===== src/rtl/tm_qm_ll_ctrl.sv =====
// Linked-list queue manager: per-queue head/tail/depth, shared next-pointer and
// descriptor store, and a free-entry FIFO, driven by a serialising enq/deq FSM.
module tm_qm_ll_ctrl #(
    parameter int QUEUE_ID_NBITS      = 4,
    parameter int QUEUE_ENTRIES_NBITS = 6,
    parameter int DESC_NBITS          = 32
) (
    input  logic                           clk,
    input  logic                           rst,
    input  logic                           enq_req,
    input  logic [QUEUE_ID_NBITS-1:0]      enq_qid,
    input  logic [DESC_NBITS-1:0]          enq_desc,
    output logic                           enq_ack,
    output logic                           enq_full,
    input  logic                           deq_req,
    input  logic [QUEUE_ID_NBITS-1:0]      deq_qid,
    output logic                           deq_ack,
    output logic                           deq_empty,
    output logic [DESC_NBITS-1:0]          deq_desc,
    input  logic [QUEUE_ID_NBITS-1:0]      depth_qid,
    output logic [QUEUE_ENTRIES_NBITS:0]   depth_rdata,
    output logic [QUEUE_ENTRIES_NBITS:0]   free_cnt,
    output logic [15:0]                    drop_cnt,
    output logic                           init_done
);

    localparam int NQ = 1 << QUEUE_ID_NBITS;
    localparam int NE = 1 << QUEUE_ENTRIES_NBITS;

    typedef logic [QUEUE_ENTRIES_NBITS-1:0] entry_t;
    typedef logic [QUEUE_ENTRIES_NBITS:0]   count_t;
    typedef logic [QUEUE_ID_NBITS-1:0]      qid_t;

    typedef enum logic [2:0] {
        ST_INIT,
        ST_IDLE,
        ST_ENQ,
        ST_DEQ_RD,
        ST_DEQ_RSP
    } state_t;

    localparam entry_t LAST_ENTRY = entry_t'(NE - 1);

    state_t state, state_nxt;

    entry_t head [NQ];
    entry_t tail [NQ];
    count_t depth [NQ];

    entry_t free_fifo [NE];
    entry_t free_rd_ptr;
    entry_t free_wr_ptr;
    entry_t init_idx;

    logic [DESC_NBITS-1:0] desc_mem [NE];
    entry_t                ll_mem [NE];
    logic [DESC_NBITS-1:0] desc_rdata;
    entry_t                ll_rdata;

    logic   prio_deq;
    qid_t   cur_qid;
    logic   deq_was_empty;
    logic   grant_enq;
    logic   grant_deq;
    logic   pool_empty;
    logic   q_empty;
    entry_t new_entry;
    entry_t cur_head;
    logic   enq_commit;
    logic   deq_read;
    logic   deq_commit;

    assign pool_empty = (free_cnt == '0);
    assign q_empty    = (depth[cur_qid] == '0);
    assign new_entry  = free_fifo[free_rd_ptr];
    assign cur_head   = head[cur_qid];
    assign enq_commit = !rst && (state == ST_ENQ) && !pool_empty;
    assign deq_read   = !rst && (state == ST_DEQ_RD) && !q_empty;
    assign deq_commit = !rst && (state == ST_DEQ_RSP) && !deq_was_empty;

    // Round-robin grant: on contention the side not served last wins.
    always_comb begin
        state_nxt = state;
        grant_enq = 1'b0;
        grant_deq = 1'b0;
        case (state)
            ST_INIT: begin
                if (init_idx == LAST_ENTRY) state_nxt = ST_IDLE;
            end
            ST_IDLE: begin
                if (enq_req && deq_req) begin
                    grant_deq = prio_deq;
                    grant_enq = !prio_deq;
                end else begin
                    grant_enq = enq_req;
                    grant_deq = deq_req;
                end
                if (grant_enq)      state_nxt = ST_ENQ;
                else if (grant_deq) state_nxt = ST_DEQ_RD;
            end
            ST_ENQ:     state_nxt = ST_IDLE;
            ST_DEQ_RD:  state_nxt = ST_DEQ_RSP;
            ST_DEQ_RSP: state_nxt = ST_IDLE;
            default:    state_nxt = ST_INIT;
        endcase
    end

    always_comb begin
        enq_ack   = (state == ST_ENQ);
        enq_full  = (state == ST_ENQ) && pool_empty;
        deq_ack   = (state == ST_DEQ_RSP);
        deq_empty = (state == ST_DEQ_RSP) && deq_was_empty;
        deq_desc  = '0;
        if ((state == ST_DEQ_RSP) && !deq_was_empty) deq_desc = desc_rdata;
    end

    always_ff @(posedge clk) begin
        if (rst) begin
            state         <= ST_INIT;
            init_idx      <= '0;
            free_rd_ptr   <= '0;
            free_wr_ptr   <= '0;
            free_cnt      <= '0;
            drop_cnt      <= '0;
            init_done     <= 1'b0;
            prio_deq      <= 1'b0;
            cur_qid       <= '0;
            deq_was_empty <= 1'b0;
            depth_rdata   <= '0;
            for (int i = 0; i < NQ; i++) begin
                depth[i] <= '0;
                head[i]  <= '0;
                tail[i]  <= '0;
            end
        end else begin
            state       <= state_nxt;
            depth_rdata <= depth[depth_qid];
            case (state)
                ST_INIT: begin
                    init_idx <= init_idx + entry_t'(1);
                    if (init_idx == LAST_ENTRY) begin
                        free_cnt    <= count_t'(NE);
                        init_done   <= 1'b1;
                        free_rd_ptr <= '0;
                        free_wr_ptr <= '0;
                    end
                end
                ST_IDLE: begin
                    if (grant_enq) begin
                        cur_qid  <= enq_qid;
                        prio_deq <= 1'b1;
                    end else if (grant_deq) begin
                        cur_qid  <= deq_qid;
                        prio_deq <= 1'b0;
                    end
                end
                ST_ENQ: begin
                    if (pool_empty) begin
                        if (drop_cnt != 16'hFFFF) drop_cnt <= drop_cnt + 16'd1;
                    end else begin
                        free_rd_ptr    <= free_rd_ptr + entry_t'(1);
                        free_cnt       <= free_cnt - count_t'(1);
                        depth[cur_qid] <= depth[cur_qid] + count_t'(1);
                        tail[cur_qid]  <= new_entry;
                        if (q_empty) head[cur_qid] <= new_entry;
                    end
                end
                ST_DEQ_RD: begin
                    deq_was_empty <= q_empty;
                end
                ST_DEQ_RSP: begin
                    if (!deq_was_empty) begin
                        head[cur_qid]  <= ll_rdata;
                        depth[cur_qid] <= depth[cur_qid] - count_t'(1);
                        free_wr_ptr    <= free_wr_ptr + entry_t'(1);
                        free_cnt       <= free_cnt + count_t'(1);
                    end
                end
                default: ;
            endcase
        end
    end

    // Free FIFO storage: seeded with every index during INIT, refilled by dequeues.
    always_ff @(posedge clk) begin
        if (!rst && (state == ST_INIT)) free_fifo[init_idx] <= init_idx;
        else if (deq_commit)            free_fifo[free_wr_ptr] <= cur_head;
    end

    // Appending to a non-empty queue links the old tail to the new entry.
    always_ff @(posedge clk) begin
        if (enq_commit) begin
            desc_mem[new_entry] <= enq_desc;
            if (!q_empty) ll_mem[tail[cur_qid]] <= new_entry;
        end
        if (deq_read) begin
            desc_rdata <= desc_mem[cur_head];
            ll_rdata   <= ll_mem[cur_head];
        end
    end

endmodule


===== config.mk =====
export PLATFORM = sky130hd
export DESIGN_NAME = tm_qm_ll_ctrl
export DESIGN_NICKNAME = d
export VERILOG_FILES = /design/src/rtl/tm_qm_ll_ctrl.sv
export SDC_FILE = /design/constraint.sdc
export NUM_CORES = 2
export LEC_CHECK = 0
export BUFFER_PORTS_ARGS = -buffer_cell sky130_fd_sc_hd__buf_2
export CAP_MARGIN = 25
export CORE_MARGIN = 5
export CORE_UTILIZATION = 35
export CTS_CLUSTER_SIZE = 25
export DETAILED_ROUTE_END_ITERATION = 10
export PLACE_DENSITY = 0.47
export SLEW_MARGIN = 20
export SYNTH_ARGS = -nofsm -noshare
export SYNTH_HDL_FRONTEND = slang
export SYNTH_SLANG_ARGS = --single-unit
export TNS_END_PERCENT = 5

===== constraint.sdc =====
create_clock -name clk -period 7.1 [get_ports clk]
set_clock_uncertainty 0.1 [all_clocks]
set_input_delay 2.13 -clock clk [delete_from_list [all_inputs] [get_ports clk]]
set_output_delay 2.13 -clock clk [all_outputs]
set_load 0.02 [all_outputs]

==> run_results.csv <==
group,metric,value,unit
placed_design,port_buffers,114,
sta,rsz0062_at_grt,"false",
hold_path,hold_depth,2,
logic_synthesis,synth_xor_area_share,0.2044,%
logic_synthesis,synth_area,132800,sq um
placed_design,dp_hpwl,263000,um
setup_path,reg2regPathDepth,11,
drt,postRouteAntennaNets,0,
placed_design,pre_cts_slack,1272,ps
setup_path,cp-end-kind,"flip-flop",
sta,maxSlewViolCount,0,
drt,wl_met2,210800,um
placed_design,gp_congestion,0.8277,
grt,grt_pass1_vias,83609,
cts,clkSinkCount,3226,
placed_design,post_dp_cell_area,140300,sq um
sta,slew_headroom,22.56,%
logic_synthesis,yosys.cell_count.top_type,"edfxtp_1",
logic_synthesis,synth_compound_area_share,7.216,%
sta,tns,0,ps
logic_synthesis,ys_seq_area_share,72.41,%
die,num_rows,226,
final_layout,area_delta_synth_final,14.40,%
sta,period_minus_slack,5850,ps
sta,max_clock_freq,170.9,MHz
grt,gr-total-overflow,0,
cts,cts.clk_slew.worst_paths,60,ps
final_layout,nets,9542,
logic_synthesis,synth_cell_types,74,
setup_path,slowest_delay,920,ps
drt,wl_met3,31120,um
final_layout,multi_input_area,33700,sq um
final_layout,seqCellArea,96210,sq um
logic_synthesis,synthCells,9463,
logic_synthesis,synth_seq_cells,3226,
setup_path,startpoint_type,"flip-flop",
logic_synthesis,synth_top_family_by_area,"simple AND/OR/NAND/NOR gates",
hold_path,hold_class,"reg2reg",
setup_path,arrival,6480,ps
logic_synthesis,synth_edf_count,3158,
drt,drtIter0Drc,9977,
cts,clock_latency,970,ps
die,io_pins,115,
power_and_ir_drop,pwr_density_cell,270.2,nW/um^2
logic_synthesis,synthSimpleGateAreaFrac,12.39,%
grt,antenna_found_initial,30,
final_layout,final_core_util,40.13,%
logic_synthesis,ys.flop_type,"edfxtp_1",
cts,cts_made_buffers,360,
die,die_w,626.1,um
die,coreArea,378600,sq um
sta,tightestPinTransition,1146,ps
drt,highest-signal-layer,"met5",
cts,cts_tree,"yes",
die,initial_core_util,35.08,%
logic_synthesis,async_flop_share,0,%
logic_synthesis,yosys-top-cells-count,"3158 x edfxtp_1, 2389 x nand3_1, 1207 x o21ai_0, 536 x nor2_1, 507 x clkbuf_1",
final_layout,drive_above_1_share,14.35,%
placed_design,dpl.cell_count,14126,
sta,hold_ws,369.9,ps
setup_path,crit_chain,"buf_4 > mux2_2 > mux4_2 > nand2_4 > buf_12 > nand3_1 > nand3_1 > a41oi_1 > o41ai_1 > buf_4 > o41a_1",
drt,wl_met1,191300,um
grt,grt_pass1_wl,635600,um
power_and_ir_drop,ir_drop,0.2056,mV
logic_synthesis,yosysTopAreaCell,"edfxtp_1",
drt,via_per_inst,5.812,
logic_synthesis,synth_mux_area_share,4.808,%
drt,drcViolationCount,0,
sta,final-hold-violation-count,0,
die,die_h,626.1,um
drt,routed_wl,445800,um
power_and_ir_drop,power,41.07,mW
outcome,status,"completed",
power_and_ir_drop,power.leakage,47.25,nW
cts,h-tree-depth,5,
logic_synthesis,syn_nets,9527,
logic_synthesis,avgSynthCellArea,14.04,sq um
sta,finalSetupViolCount,0,
logic_synthesis,yosys_warnings,0,
final_layout,stdcell_count,14811,
sta,worst_slack,1250,ps
final_layout,fillers,34857,
logic_synthesis,synth_area_leaders,"edfxtp_1 71%, nand3_1 9.0%, o21ai_0 4.5%",
logic_synthesis,synthAdderAreaFrac,0.1620,%
drt,drt-wirelength-per-cell,30.10,um
die,dieArea,392000,sq um
grt,grt_max_degree,147,
cts,post-cts-setup-buffers,0,
setup_path,critPathKind,"reg2reg",
cts,cts_resized,0,
cts,hold_buffers,0,
logic_synthesis,synth_top_cell_area_share,71.39,%
grt,track_usage,22.11,%
final_layout,postLayoutCellArea,152000,sq um
flow_run,drv_cap,0,
cts,cts-root-buf,"clkbuf_16",
setup_path,critPathMaxFanout,110,
sta,period_share,82.40,%
setup_path,required,7730,ps
drt,drt_first_pass_iters,8,
cts,cts_buffer_depth,4,
setup_path,crit_slowest_cell,"o41ai_1",
drt,vias,86081,
[critical path: cells and delay by family, from the launching register on]
kind	cells	cell delay, ps
AO/OA/AOI/OAI	3	1430
buffers and inverters	3	1220
AND/OR/NAND/NOR	3	1090
multiplexers	2	1070
flip-flops	1	510
[layer usage]
metal  global-route usage (%)  vias to the layer above
li1                         -                    37081
met5                        0                        -
met2                    35.53                     3487
met4                    5.981                       10
met1                    31.33                    44926
met3                    3.393                      577
[cell usage in the layout, fill, tap and decap left out, types with 7 or more instances in the layout]
| cell | count |
|---|---|
| a21oi_1 | 57 |
| a22oi_1 | 9 |
| a41oi_1 | 276 |
| a41oi_2 | 16 |
| and2_1 | 39 |
| and3_1 | 18 |
| buf_12 | 57 |
| buf_2 | 84 |
| buf_4 | 324 |
| bufinv_16 | 30 |
| clkbuf_1 | 95 |
| clkbuf_16 | 367 |
| clkinv_1 | 78 |
| clkinv_2 | 62 |
| clkinv_8 | 7 |
| dfxtp_1 | 61 |
| diode_2 | 19 |
| edfxtp_1 | 3158 |
| ha_1 | 14 |
| inv_1 | 19 |
| inv_2 | 7 |
| mux2_2 | 53 |
| mux2i_1 | 35 |
| mux4_2 | 237 |
| nand2_1 | 162 |
| nand2b_1 | 66 |
| nand3_1 | 2389 |
| nand4_1 | 7 |
| nor2_1 | 469 |
| nor2_4 | 67 |
| nor2b_1 | 17 |
| nor3_1 | 35 |
| nor4_1 | 57 |
| nor4_2 | 16 |
| o21ai_0 | 1201 |
| or3_1 | 10 |
| xnor2_1 | 14 |
| xor2_1 | 17 |
[cell families after synthesis]
kind of cell	Yosys count
and+or+nand+nor	3384
buffers and inverters	847
muxes	330
DFF	3226
AOI/OAI and AO/OA	1629
adders and majority gates	16
xor gates and xnor gates	31
[state kept, by name, summed over array words and instances, names as in the netlist, named ones only]
signal	cells
ll_mem	384
init_idx	6
free_fifo	384
free_rd_ptr	6
free_wr_ptr	6
prio_deq	1
state	3
desc_mem	2048
drop_cnt	16
tail	96
init_done	1
depth_rdata	7
free_cnt	7
deq_was_empty	1
head	96
ll_rdata	6
depth	112
cur_qid	4
desc_rdata	32
[report_power, final]
group	switching (mW)	total [mW]	internal [mW]
registers	0.0320	21.0	21.0
clock network	7.77	18.4	10.6
logic	1.27	1.66	0.395
[worst paths after layout]
kind	start	slack, ps	to
hold reg to reg	init_done$_SDFFE_PP0P_	370	init_done$_SDFFE_PP0P_
hold / removal	init_done$_SDFFE_PP0P_	370	init_done$_SDFFE_PP0P_
setup reg to reg	flip-flop	1250	desc_rdata[20]$_DFFE_PP_
setup / recovery	flip-flop	1250	desc_rdata[20]$_DFFE_PP_
[area by class of cell]
| class | instances | share of cell area (%) |
|---|---|---|
| Inverter | 28 | 0.06999 |
| Sequential cell | 3226 | 63.31 |
| Multi-Input combinational cell | 5390 | 22.18 |
| Clock buffer | 464 | 6.296 |
| Clock inverter | 196 | 1.262 |
| Antenna cell | 19 | 0.03129 |
| Tap cell | 5016 | 4.130 |
| Timing Repair Buffer | 472 | 2.720 |
Note: power is estimated with default switching activity, not from simulation.
